$ cat config.mk
export PLATFORM = sky130hd
export DESIGN_NAME = tx_frame_sched
export DESIGN_NICKNAME = d
export VERILOG_FILES = /design/src/rtl/tx_sched_pkg.sv /design/src/rtl/tx_frame_sched_rr_arb2.sv /design/src/rtl/tx_frame_sched.sv
export SDC_FILE = /design/constraint.sdc
export NUM_CORES = 1
export LEC_CHECK = 0
export CAP_MARGIN = 10
export CORE_AREA = 3 3 113 61
export CTS_CLUSTER_DIAMETER = 100
export DETAILED_ROUTE_END_ITERATION = 8
export DIE_AREA = 0 0 116 64
export PLACE_DENSITY_LB_ADDON = 0.12
export SLEW_MARGIN = 20
export SYNTH_ARGS = -nofsm -noshare
export SYNTH_HDL_FRONTEND = slang
export SYNTH_SLANG_ARGS = --single-unit
export TNS_END_PERCENT = 50
$ cat constraint.sdc
create_clock -name clk -period 2.5 [get_ports clk]
set_input_delay 0.5 -clock clk [delete_from_list [all_inputs] [get_ports clk]]
set_output_delay 0.5 -clock clk [all_outputs]
set_load 0.03 [all_outputs]
$ cat src/rtl/tx_sched_pkg.sv
// Shared types and defaults for the transmit frame scheduler in front of the senter.
// Frame length tracks the senter's sample memory depth so one frame fills it once.
package tx_sched_pkg;

  typedef enum logic [1:0] {
    IDLE = 2'd0,
    SEND = 2'd1,
    GAP  = 2'd2
  } sched_state_t;

  localparam int SRC_DATA = 0;
  localparam int SRC_CTRL = 1;

  localparam int SENTER_ADDR_MEM_WIDTH = 5;
  localparam int DEF_FRAME_WORDS       = 1 << SENTER_ADDR_MEM_WIDTH;
  // Two frame lengths of silence gives the receiver time to re-lock on the m-sequence head.
  localparam int DEF_GAP_CYCLES        = 2 * DEF_FRAME_WORDS;

endpackage

$ cat src/rtl/tx_frame_sched_rr_arb2.sv
// Two-requester round-robin arbiter: the one-hot grant is registered on strobe and
// held until clear; the last winner loses the next tie.
module rr_arb2
  import tx_sched_pkg::*;
(
  input  logic       clk,
  input  logic       arst_n,
  input  logic [1:0] req,
  input  logic       strobe,
  input  logic       clear,
  output logic [1:0] grant
);

  logic       last_q;
  logic [1:0] pick;
  logic [1:0] grant_q;

  always_comb begin
    pick = req;
    if (&req) pick = last_q ? 2'b01 : 2'b10;
  end

  // last_q resets to the control port so the data port wins the first tie.
  always_ff @(posedge clk or negedge arst_n) begin
    if (!arst_n) begin
      grant_q <= '0;
      last_q  <= 1'b1;
    end else if (strobe) begin
      grant_q <= pick;
      if (|pick) last_q <= pick[SRC_CTRL];
    end else if (clear) begin
      grant_q <= '0;
    end
  end

  assign grant = grant_q;

endmodule

$ cat src/rtl/tx_frame_sched.sv
// Shares the senter transmit path between a data and a control AXI-stream source,
// cutting grants into tlast-terminated frames followed by a silent gap.
module tx_frame_sched
  import tx_sched_pkg::*;
#(
  parameter int DATA_WIDTH  = 32,
  parameter int FRAME_WORDS = DEF_FRAME_WORDS,
  parameter int GAP_CYCLES  = DEF_GAP_CYCLES,
  parameter int CNT_WIDTH   = 16
) (
  input  logic                    clk,
  input  logic                    arst_n,
  input  logic                    enable,
  input  logic [DATA_WIDTH-1:0]   s0_axis_tdata,
  input  logic [DATA_WIDTH/8-1:0] s0_axis_tkeep,
  input  logic                    s0_axis_tvalid,
  input  logic                    s0_axis_tlast,
  output logic                    s0_axis_tready,
  input  logic [DATA_WIDTH-1:0]   s1_axis_tdata,
  input  logic [DATA_WIDTH/8-1:0] s1_axis_tkeep,
  input  logic                    s1_axis_tvalid,
  input  logic                    s1_axis_tlast,
  output logic                    s1_axis_tready,
  output logic [DATA_WIDTH-1:0]   m_axis_tdata,
  output logic [DATA_WIDTH/8-1:0] m_axis_tkeep,
  output logic                    m_axis_tvalid,
  output logic                    m_axis_tlast,
  input  logic                    m_axis_tready,
  output logic [1:0]              grant,
  output logic                    busy,
  output logic [CNT_WIDTH-1:0]    frame_cnt
);

  localparam int NUM_SRC = 2;
  localparam int KEEP_W  = DATA_WIDTH / 8;
  localparam int WCNT_W  = $clog2(FRAME_WORDS);
  localparam int GCNT_W  = (GAP_CYCLES > 0) ? $clog2(GAP_CYCLES + 1) : 1;

  logic [NUM_SRC-1:0][DATA_WIDTH-1:0] s_tdata;
  logic [NUM_SRC-1:0][KEEP_W-1:0]     s_tkeep;
  logic [NUM_SRC-1:0]                 s_tvalid;
  logic [NUM_SRC-1:0]                 s_tlast;
  logic [NUM_SRC-1:0]                 s_tready;

  assign s_tdata  = {s1_axis_tdata,  s0_axis_tdata};
  assign s_tkeep  = {s1_axis_tkeep,  s0_axis_tkeep};
  assign s_tvalid = {s1_axis_tvalid, s0_axis_tvalid};
  assign s_tlast  = {s1_axis_tlast,  s0_axis_tlast};
  assign s0_axis_tready = s_tready[SRC_DATA];
  assign s1_axis_tready = s_tready[SRC_CTRL];

  sched_state_t         state_q, state_d;
  logic [WCNT_W-1:0]    word_cnt_q;
  logic [GCNT_W-1:0]    gap_cnt_q;
  logic [CNT_WIDTH-1:0] frame_cnt_q;
  logic [NUM_SRC-1:0]   grant_q;
  logic                 sel;
  logic                 in_send;
  logic                 hs;
  logic                 word_last;
  logic                 frame_end;
  logic                 gap_done;
  logic                 arb_strobe;

  rr_arb2 u_arb (
    .clk    (clk),
    .arst_n (arst_n),
    .req    (s_tvalid),
    .strobe (arb_strobe),
    .clear  (frame_end),
    .grant  (grant_q)
  );

  // grant_q is one-hot and only non-zero in SEND, so its upper bit picks the source.
  assign sel     = grant_q[SRC_CTRL];
  assign in_send = (state_q == SEND);

  always_comb begin
    m_axis_tvalid = 1'b0;
    m_axis_tdata  = '0;
    m_axis_tkeep  = '0;
    s_tready      = '0;
    if (in_send) begin
      m_axis_tvalid = s_tvalid[sel];
      m_axis_tdata  = s_tdata[sel];
      m_axis_tkeep  = s_tkeep[sel];
      s_tready      = grant_q & {NUM_SRC{m_axis_tready}};
    end
  end

  assign word_last    = (word_cnt_q == WCNT_W'(FRAME_WORDS - 1));
  assign m_axis_tlast = m_axis_tvalid & (word_last | s_tlast[sel]);
  assign hs           = m_axis_tvalid & m_axis_tready;
  assign frame_end    = hs & m_axis_tlast;
  assign gap_done     = (gap_cnt_q == GCNT_W'(GAP_CYCLES - 1));

  always_comb begin
    state_d    = state_q;
    arb_strobe = 1'b0;
    case (state_q)
      IDLE: begin
        if (enable && (|s_tvalid)) begin
          arb_strobe = 1'b1;
          state_d    = SEND;
        end
      end
      SEND: begin
        if (frame_end) state_d = (GAP_CYCLES == 0) ? IDLE : GAP;
      end
      GAP: begin
        if (gap_done) state_d = IDLE;
      end
      default: state_d = IDLE;
    endcase
  end

  always_ff @(posedge clk or negedge arst_n) begin
    if (!arst_n) begin
      state_q     <= IDLE;
      word_cnt_q  <= '0;
      gap_cnt_q   <= '0;
      frame_cnt_q <= '0;
    end else begin
      state_q <= state_d;
      if (frame_end)  word_cnt_q <= '0;
      else if (hs)    word_cnt_q <= word_cnt_q + WCNT_W'(1);
      if (state_q == GAP) gap_cnt_q <= gap_done ? '0 : gap_cnt_q + GCNT_W'(1);
      if (frame_end)  frame_cnt_q <= frame_cnt_q + CNT_WIDTH'(1);
    end
  end

  assign grant     = grant_q;
  assign busy      = (state_q != IDLE);
  assign frame_cnt = frame_cnt_q;

endmodule

==> Word-level counts from Yosys, hierarchy flattened <==
Cells that the tools add are included.
{ "word_totals": {"inputBits": 80, "wordCells": 57, "output_inout_bits": 59, "ff_bits": 33} }
{ "op_classes": {"muxes": 25, "reduce_logical": 10, "bitwise_logic": 5, "magnitude_cmp": 1, "addsub": 3, "eq_ne": 7} }
{ "op_table": {"columns": ["op", "n"], "rows": [
  ["two-way mux 32 bit", 3],
  ["adder 16 x 1 -> 16 bit (second input constant)", 1],
  ["two-way mux 2 bit", 8],
  ["two-way mux 4 bit", 3],
  ["two-way mux 5 bit", 2],
  ["adder 7 x 1 -> 7 bit (second input constant)", 1],
  ["equality test 7 x 6 -> 1 bit (second input constant)", 1],
  ["two-way mux 1 bit", 7],
  ["two-way mux 7 bit", 1],
  ["one-hot mux 2 bit (3 select lines)", 1],
  ["nonzero test 2 bit", 3],
  ["adder 5 x 1 -> 5 bit (second input constant)", 1],
  ["equality test 5 bit (second input constant)", 1],
  ["inequality test 2 bit (second input constant)", 2],
  ["AND reduction 2 bit", 2],
  ["OR reduction 2 bit", 2],
  ["bitwise AND 1 bit", 3],
  ["AND reduction 3 bit", 1],
  ["bitwise AND 2 bit", 1],
  ["equality test 2 x 1 -> 1 bit (second input constant)", 1],
  ["equality test 2 bit (second input constant)", 1],
  ["logical NOT 2 bit", 1],
  ["less-than comparator 1 x 2 -> 1 bit (second input constant)", 1],
  ["inequality test 2 x 1 -> 1 bit (second input constant)", 1],
  ["2 further kinds", 2]
]} }

==> Logic depth before layout (Yosys ltp) <==
Gate-level depths: netlist (run 1).
{ "depth": {"word_depth": 7, "depth_mapped": 8, "ltp_nobuf": 7} }

==> Modules after synthesis <==
A second synthesis (run 1) with hierarchy kept.
{ "unflattened": {"hier_cells": 228, "hier_area_um2": 2137.0} }
{ "by_module_without_submodules": {"columns": ["mod", "n_inst", "area_per_inst_um2", "cells_per_inst", "seq_area_each_um2"], "rows": [
  ["tx_frame_sched", 1, 2015.7, 218, 750.7],
  ["rr_arb2", 1, 121.4, 10, 76.3]
]} }

==> Worst setup path before layout (run 1) <==
OpenSTA, ideal clock, no wires.
{ "synth_path": {"path_type": "register to output", "start": "reg u_arb.grant_q[1], in the netlist u_arb.grant[1]", "end": "out m_axis_tdata[13]", "t_arrival_ps": 1727, "slack_ps": 273, "required_ps": 2000, "path_buffers": 3, "path_stages_with_launch": 6, "cell_sequence": "dfrtp_1 -> buf_4 -> buf_2 -> buf_2 -> mux2i_1 -> nor2_1"} }
{ "synth_between": {"elab_chain_cells": 3} }
{ "synth_lines": {"columns": ["item", "line", "text"], "rows": [
  ["start: declaration", "tx_frame_sched_rr_arb2.sv:16", "logic [1:0] grant_q;"],
  ["start signal: assignment", "tx_frame_sched_rr_arb2.sv:29", "grant_q <= pick;"],
  ["two-way mux 32 bit (implied by the code) (2 in a row)", "tx_frame_sched.sv:85", "m_axis_tdata = s_tdata[sel];"],
  ["two-way mux 32 bit", "tx_frame_sched.sv:83", "if (in_send) begin"],
  ["end: declaration", "tx_frame_sched.sv:24", "output logic [DATA_WIDTH-1:0] m_axis_tdata,"]
]} }
Every way passes these cells. The select of a mux whose other input is x is not followed.

==> Final worst setup path (run 1) <==
{ "layout_path": {"start": "reg word_cnt_q[0]", "end": "out m_axis_tlast"} }
{ "layout_between": {"elab_chain_cells": 3} }
{ "layout_lines": {"columns": ["item", "line", "text"], "rows": [
  ["start: declaration", "tx_frame_sched.sv:53", "logic [WCNT_W-1:0] word_cnt_q;"],
  ["start signal: assignment", "tx_frame_sched.sv:126", "else if (hs) word_cnt_q <= word_cnt_q + WCNT_W'(1);"],
  ["equality test 5 bit", "tx_frame_sched.sv:91", "assign word_last = (word_cnt_q == WCNT_W'(FRAME_WORDS - 1));"],
  ["OR 1 bit", "tx_frame_sched.sv:92", "assign m_axis_tlast = m_axis_tvalid & (word_last | s_tlast[sel]);"],
  ["bitwise AND 1 bit", "tx_frame_sched.sv:92", null],
  ["end: declaration", "tx_frame_sched.sv:27", "output logic m_axis_tlast,"]
]} }
Every way passes these cells.

==> results of run 1 <==
## logic make-up (layout without fill, tap and decap cells)
group,count (synthesis),after routing,share of synthesized area [%]
simple gates,95,95,20.5
mux,40,40,19.1
flops,33,33,38.9
compound gates,22,22,8.71
xor+xnor,17,17,7.00
buf+inv,17,160,3.47
fa+ha+maj,4,4,2.35
## metal layers
metal  global-route usage [%]  wire length, um
met3                     8.42              635
met5                        0                0
met2                     33.0             3450
met1                     20.0             2590
met4                     5.07              108
## worst max-delay path, stage by stage (launching register included)
cell     delay (ps)
dfrtp_1         400
ha_1            220
and3_1          190
ha_1            170
inv_1           140
nand2_2         120
and2_1          190
buf_12          140
## through the flow
| stage | power [mW] | std cells | setup WS, ps | hold slack, ps |
|---|---|---|---|---|
| 2_1_floorplan | 2.19 | 228 | 273 | 204 |
| 3_3_place_gp | 3.14 | 440 | 197 | 455 |
| 3_5_place_dp | 3.16 | 440 | 180 | 464 |
| 4_1_cts | 3.79 | 448 | 79.6 | 474 |
| 5_1_grt | 3.97 | 448 | 54.7 | 498 |
| 6_report | 3.75 | 448 | 142 | 471 |
## state kept, by name, summed over array words and instances (netlist names)
name / flops
u_arb.last_q: 1
word_cnt_q: 5
u_arb.grant: 2
frame_cnt: 16
state_q: 2
gap_cnt_q: 7
## cell usage in the layout (no fill, tap or decap), drive strengths merged, types with 2 or more instances in the layout
cell	synthesis	routed
a211oi	2	2
a22o	4	4
and3	6	6
buf	8	47
clkbuf	4	7
clkdlybuf4s50	0	100
dfrtp	32	32
ha	4	4
inv	5	5
mux2	2	2
mux2i	38	38
nand2	15	15
nand2b	2	2
nand3	11	11
nand3b	2	2
nand4	5	5
nor2	44	44
nor2b	5	5
nor3	2	2
o21ai	7	7
xnor2	14	14
xor2	3	3
## worst paths after layout
| path | cells past startpoint | slack, ps | from | end |
|---|---|---|---|---|
| hold / removal | 1 | 470 | frame_cnt[15] | frame_cnt[15] |
| hold reg to reg | 1 | 470 | frame_cnt[15] | frame_cnt[15] |
| min in group asynchronous | 2 | 630 | arst_n | state_q[0] |
| max in group asynchronous | 2 | 1540 | arst_n | u_arb.last_q |
| setup reg to reg | 7 | 550 | word_cnt_q[1] | frame_cnt[7] |
| setup / recovery | 7 | 140 | word_cnt_q[0] | m_axis_tlast |
## area by class of cell
cell class	count	area, um^2
multi-input cells	178	1230
fillers	514	2230
repair buffers	147	1400
flip-flops and latches	33	828
clock inverters	1	7.51
well taps	77	96.3
inverters	5	18.8
clock buffers	7	143
## power groups by stage
| stage | sequential (mW) | clock (mW) | combinational [mW] |
|---|---|---|---|
| floorplan | 0.837 | 0 | 1.35 |
| global placement | 0.803 | 0 | 2.34 |
| detailed placement | 0.808 | 0 | 2.35 |
| CTS | 0.803 | 0.621 | 2.36 |
| global route | 0.828 | 0.647 | 2.50 |
| finish | 0.803 | 0.612 | 2.34 |
## repair_timing
action | CTS | global route
hold buffers | 0 | 0
resized for setup | 0 | 1
endpoints found under the hold margin | 0 | 0
setup endpoints to repair | 0 | 1
==> reports/metrics.cfg, run 1 <==
[outcome]
outcome = completed

[yosys]
synth_nets = 312
ys.flop_type = dfrtp_1
synth.area.top_cells = dfrtp_1 (38%), mux2i_1 (17%), nor2_1 (7.8%)
ys_ff_latch = 33
ys_seq_area_share_pct = 38.9
ys_warn_count = 0
async_reset_ff_share_pct = 100
yosys-top-cells-count = nor2_1 (44), mux2i_1 (37), dfrtp_1 (32), nand2_1 (15), xnor2_1 (14)
netlist_area_um2 = 2130
synth_top_area_share_pct = 37.6
synthCells = 228
syn_area_per_cell_um2 = 9.33
synth_most_common_cell = nor2_1
synthDistinctLibCells = 38
synth_edf_count = 0
synth_top_area_cell = dfrtp_1

[detailed_routing]
ant_nets = 0
num_vias = 2199
drcViolationCount = 0
drt_iter0_drc = 80
wl_per_cell_um = 15.1
via_per_inst = 4.91
dr.pass1.iters = 4
totalWireLength_um = 6780

[setup_path]
cp_max_fo = 6
worstPathRequired_ps = 2000
arrival_ps = 1860
crit_path_end_kind = output port
crit_type = flop to output port
start_kind = flop

[sta]
finalCritPeriodShare_pct = 94.3
tightest_slew_ps = 553
setup_tns_ps = 0
finalHoldViolCount = 0
setup_viol = 0
slew_violations = 0
rsz0062_at_grt = no
fin_crit_ps = 2360
clock_skew_ps = 7.73
max_clock_freq_ghz = 0.424
max_slew_margin_pct = 63.1

[job]
drv_cap = 0

[place]
dp_hpwl_um = 5520
io_buffer_count = 138
placed_area_um2 = 3570
gp_congestion = 0.788

[grt]
grt_max_degree = 34
antenna_found_initial = 0
grt_pass1_wl_um = 10900
grt_pass1_vias = 2268
grt_overflow = 0
grt_usage_pct = 18.6

[floorplanning]
die_x_um = 116
io_pins = 139
coreArea_um2 = 5960
die_area_um2 = 7420
fp.dieH_um = 64
std_cell_rows = 20
start_util_pct = 35.7

[cts]
cts_made_buffers = 5
cts-root-buf = clkbuf_16
clk_latency_ps = 280
clk_pin_slew_ps = 60
htree_num_levels = 2
cts_sinks = 33
cts_tree = done
post-cts-setup-buffers = 0
cts_max_path_buffers = 2

[final_layout]
diodes = 0
post-route-util_pct = 62.6
area_growth_pct = 75.2
drive_gt1_share_pct = 17.0
nNetsFinal = 454
final_cell_area_um2 = 3730

[pwr]
p_clk_share_pct = 16.3
p_seq_share_pct = 21.4
p_comb_share_pct = 62.3
p_sw_mw = 1.72
intPower_mw = 2.03
p_leak_nw = 1.63
ir_drop_uv = 627
pwr_density_cell_nw_per_um2 = 1010
p_sw_share_pct = 45.8

[worst_hold_path]
hp-class = flop to flop

Power figures use the tool's default switching activity.
==> run 2: changes to the inputs <==
- SETUP_SLACK_MARGIN: default -> 0.5
==> run 2 against run 1 <==
Global-route usage is 0.99 points higher. Routed wire length is 3.5% higher. Non-clock buffer count is 9 higher. Total power is 11% higher. Cell area is 7.1% higher.
==> reports/metrics.cfg, run 2 (synthesis gave the netlist of run 1 again) <==
[grt]
grt_usage_pct = 19.6
grt_pass1_vias = 2334
antenna_found_initial = 0
grt_pass1_wl_um = 11500
grt_max_degree = 34
grt_overflow = 0

[cts]
cts_sinks = 33
holdBufCountCts = 0
clk_latency_ps = 280
cts_made_buffers = 5
cts-root-buf = clkbuf_16
cts_max_path_buffers = 2
cts_tree = done
htree_num_levels = 2
clk_pin_slew_ps = 60

[detailed_routing]
via_per_inst = 4.83
totalWireLength_um = 7020
wl_per_cell_um = 15.4
ant_nets = 0
drcViolationCount = 0
dr.pass1.iters = 4
drt_iter0_drc = 84
num_vias = 2209

[setup_path]
start_kind = flop
crit_path_end_kind = output port
arrival_ps = 1560
worstPathRequired_ps = 2000
crit_type = flop to output port
cp_max_fo = 3

[place]
place_inst = 437
gp_congestion = 0.768
dp_hpwl_um = 5420
io_buffer_count = 138

[sta]
clock_skew_ps = 4.55
max_slew_margin_pct = 70.2
finalHoldViolCount = 0
setup_viol = 0
finalCritPeriodShare_pct = 82.4
rsz0062_at_grt = yes
slew_violations = 0
fin_crit_ps = 2060
max_clock_freq_ghz = 0.486
setup_tns_ps = 0
tightest_slew_ps = 445

[final_layout]
seqCellArea_um2 = 831
largest_reg_flops = 16
area_growth_pct = 87.6
multi_input_area_um2 = 1330
layout_commonest_cell = clkdlybuf4s50_1
diodes = 0
fillers = 470
nNetsFinal = 463
drive_gt1_share_pct = 27.4
final_cell_mix = clkdlybuf4s50_1 (95), buf_4 (45), mux2i_1 (36), dfrtp_1 (29), nor2_1 (24)
stdcell_count = 457

[floorplanning]
die_area_um2 = 7420
fp.dieH_um = 64
std_cell_rows = 20
coreArea_um2 = 5960
die_x_um = 116
start_util_pct = 35.7
io_pins = 139

[pwr]
finalPower_mw = 4.17
ir_drop_uv = 559
pwr_density_cell_nw_per_um2 = 1050
p_leak_nw = 1.74

[job]
drv_cap = 0

[worst_hold_path]
hp-class = flop to flop

[outcome]
outcome = completed

==> run 2: changes by cell type in the layout (fill, tap and decap cells not counted), moves of 3 or more <==
| cell | previous run | this run |
|---|---|---|
| nor2_2 | 0 | 20 |
| nor2_1 | 44 | 24 |
| clkdlybuf4s50_1 | 100 | 95 |
| buf_6 | 0 | 3 |
==> run 2: what timing repair did <==
item	4_1_cts	5_1_grt
gates cloned	0	1
setup endpoints to repair	40	35
resized for setup	28	15
pin swaps	1	5
buffers inserted	8	3
==> run 2: critical path: stages (launching register included) <==
cell and delay [ps]:
dfrtp_1 380, ha_2 200, and3_4 190, ha_4 160
inv_4 50, nand2_4 40, and2_4 140, buf_6 130
==> run 2: stage by stage <==
stage          worst slack (ps)  hold slack, ps  utilization, %  cell area (um^2)
3_3_place_gp                197             456            59.9              3570
2_1_floorplan               352             204               -              2180
6_report                    441             463            67.0              3990
5_1_grt                     383             479            67.0              3990
4_1_cts                     410             471            65.4              3900
3_5_place_dp                173             466            59.9              3570
==> run 2: path summary, 6_finish.rpt <==
path / depth (start not counted) / to / slack (ps) / from
worst max-delay path: 7 / m_axis_tlast / 440 / word_cnt_q[0]
worst min-delay path: 1 / frame_cnt[15] / 460 / frame_cnt[15]
worst max register to register: 9 / frame_cnt[15] / 560 / word_cnt_q[1]
worst min register to register: 1 / frame_cnt[15] / 460 / frame_cnt[15]
max in group asynchronous: 2 / u_arb.last_q / 1530 / arst_n
min in group asynchronous: 2 / frame_cnt[8] / 630 / arst_n
==> run 2: power by group <==
group	internal, mW	total (mW)	leakage (nW)	switching [mW]
clock network	0.568	0.787	0.0938	0.218
registers	0.655	0.794	0.434	0.139
logic	1.12	2.59	1.21	1.47
total	2.35	4.17	1.74	1.82
==> run 2: layout make-up <==
| class | count | area share (%) |
|---|---|---|
| Tap cell | 77 | 2.41 |
| Timing Repair Buffer | 156 | 38.1 |
| Clock buffer | 5 | 3.14 |
| Sequential cell | 33 | 20.8 |
| Clock inverter | 3 | 1.63 |
| Multi-Input combinational cell | 178 | 33.4 |
| Inverter | 5 | 0.533 |
==> run 2: per-layer routing <==
metal  GRT usage [%]  wire length (um)  up-vias
met5               0                 0        -
met4            4.05                29        0
met3            8.51               643        2
met2            35.2              3700       66
met1            21.4              2650     1048
li1                -                 -     1093
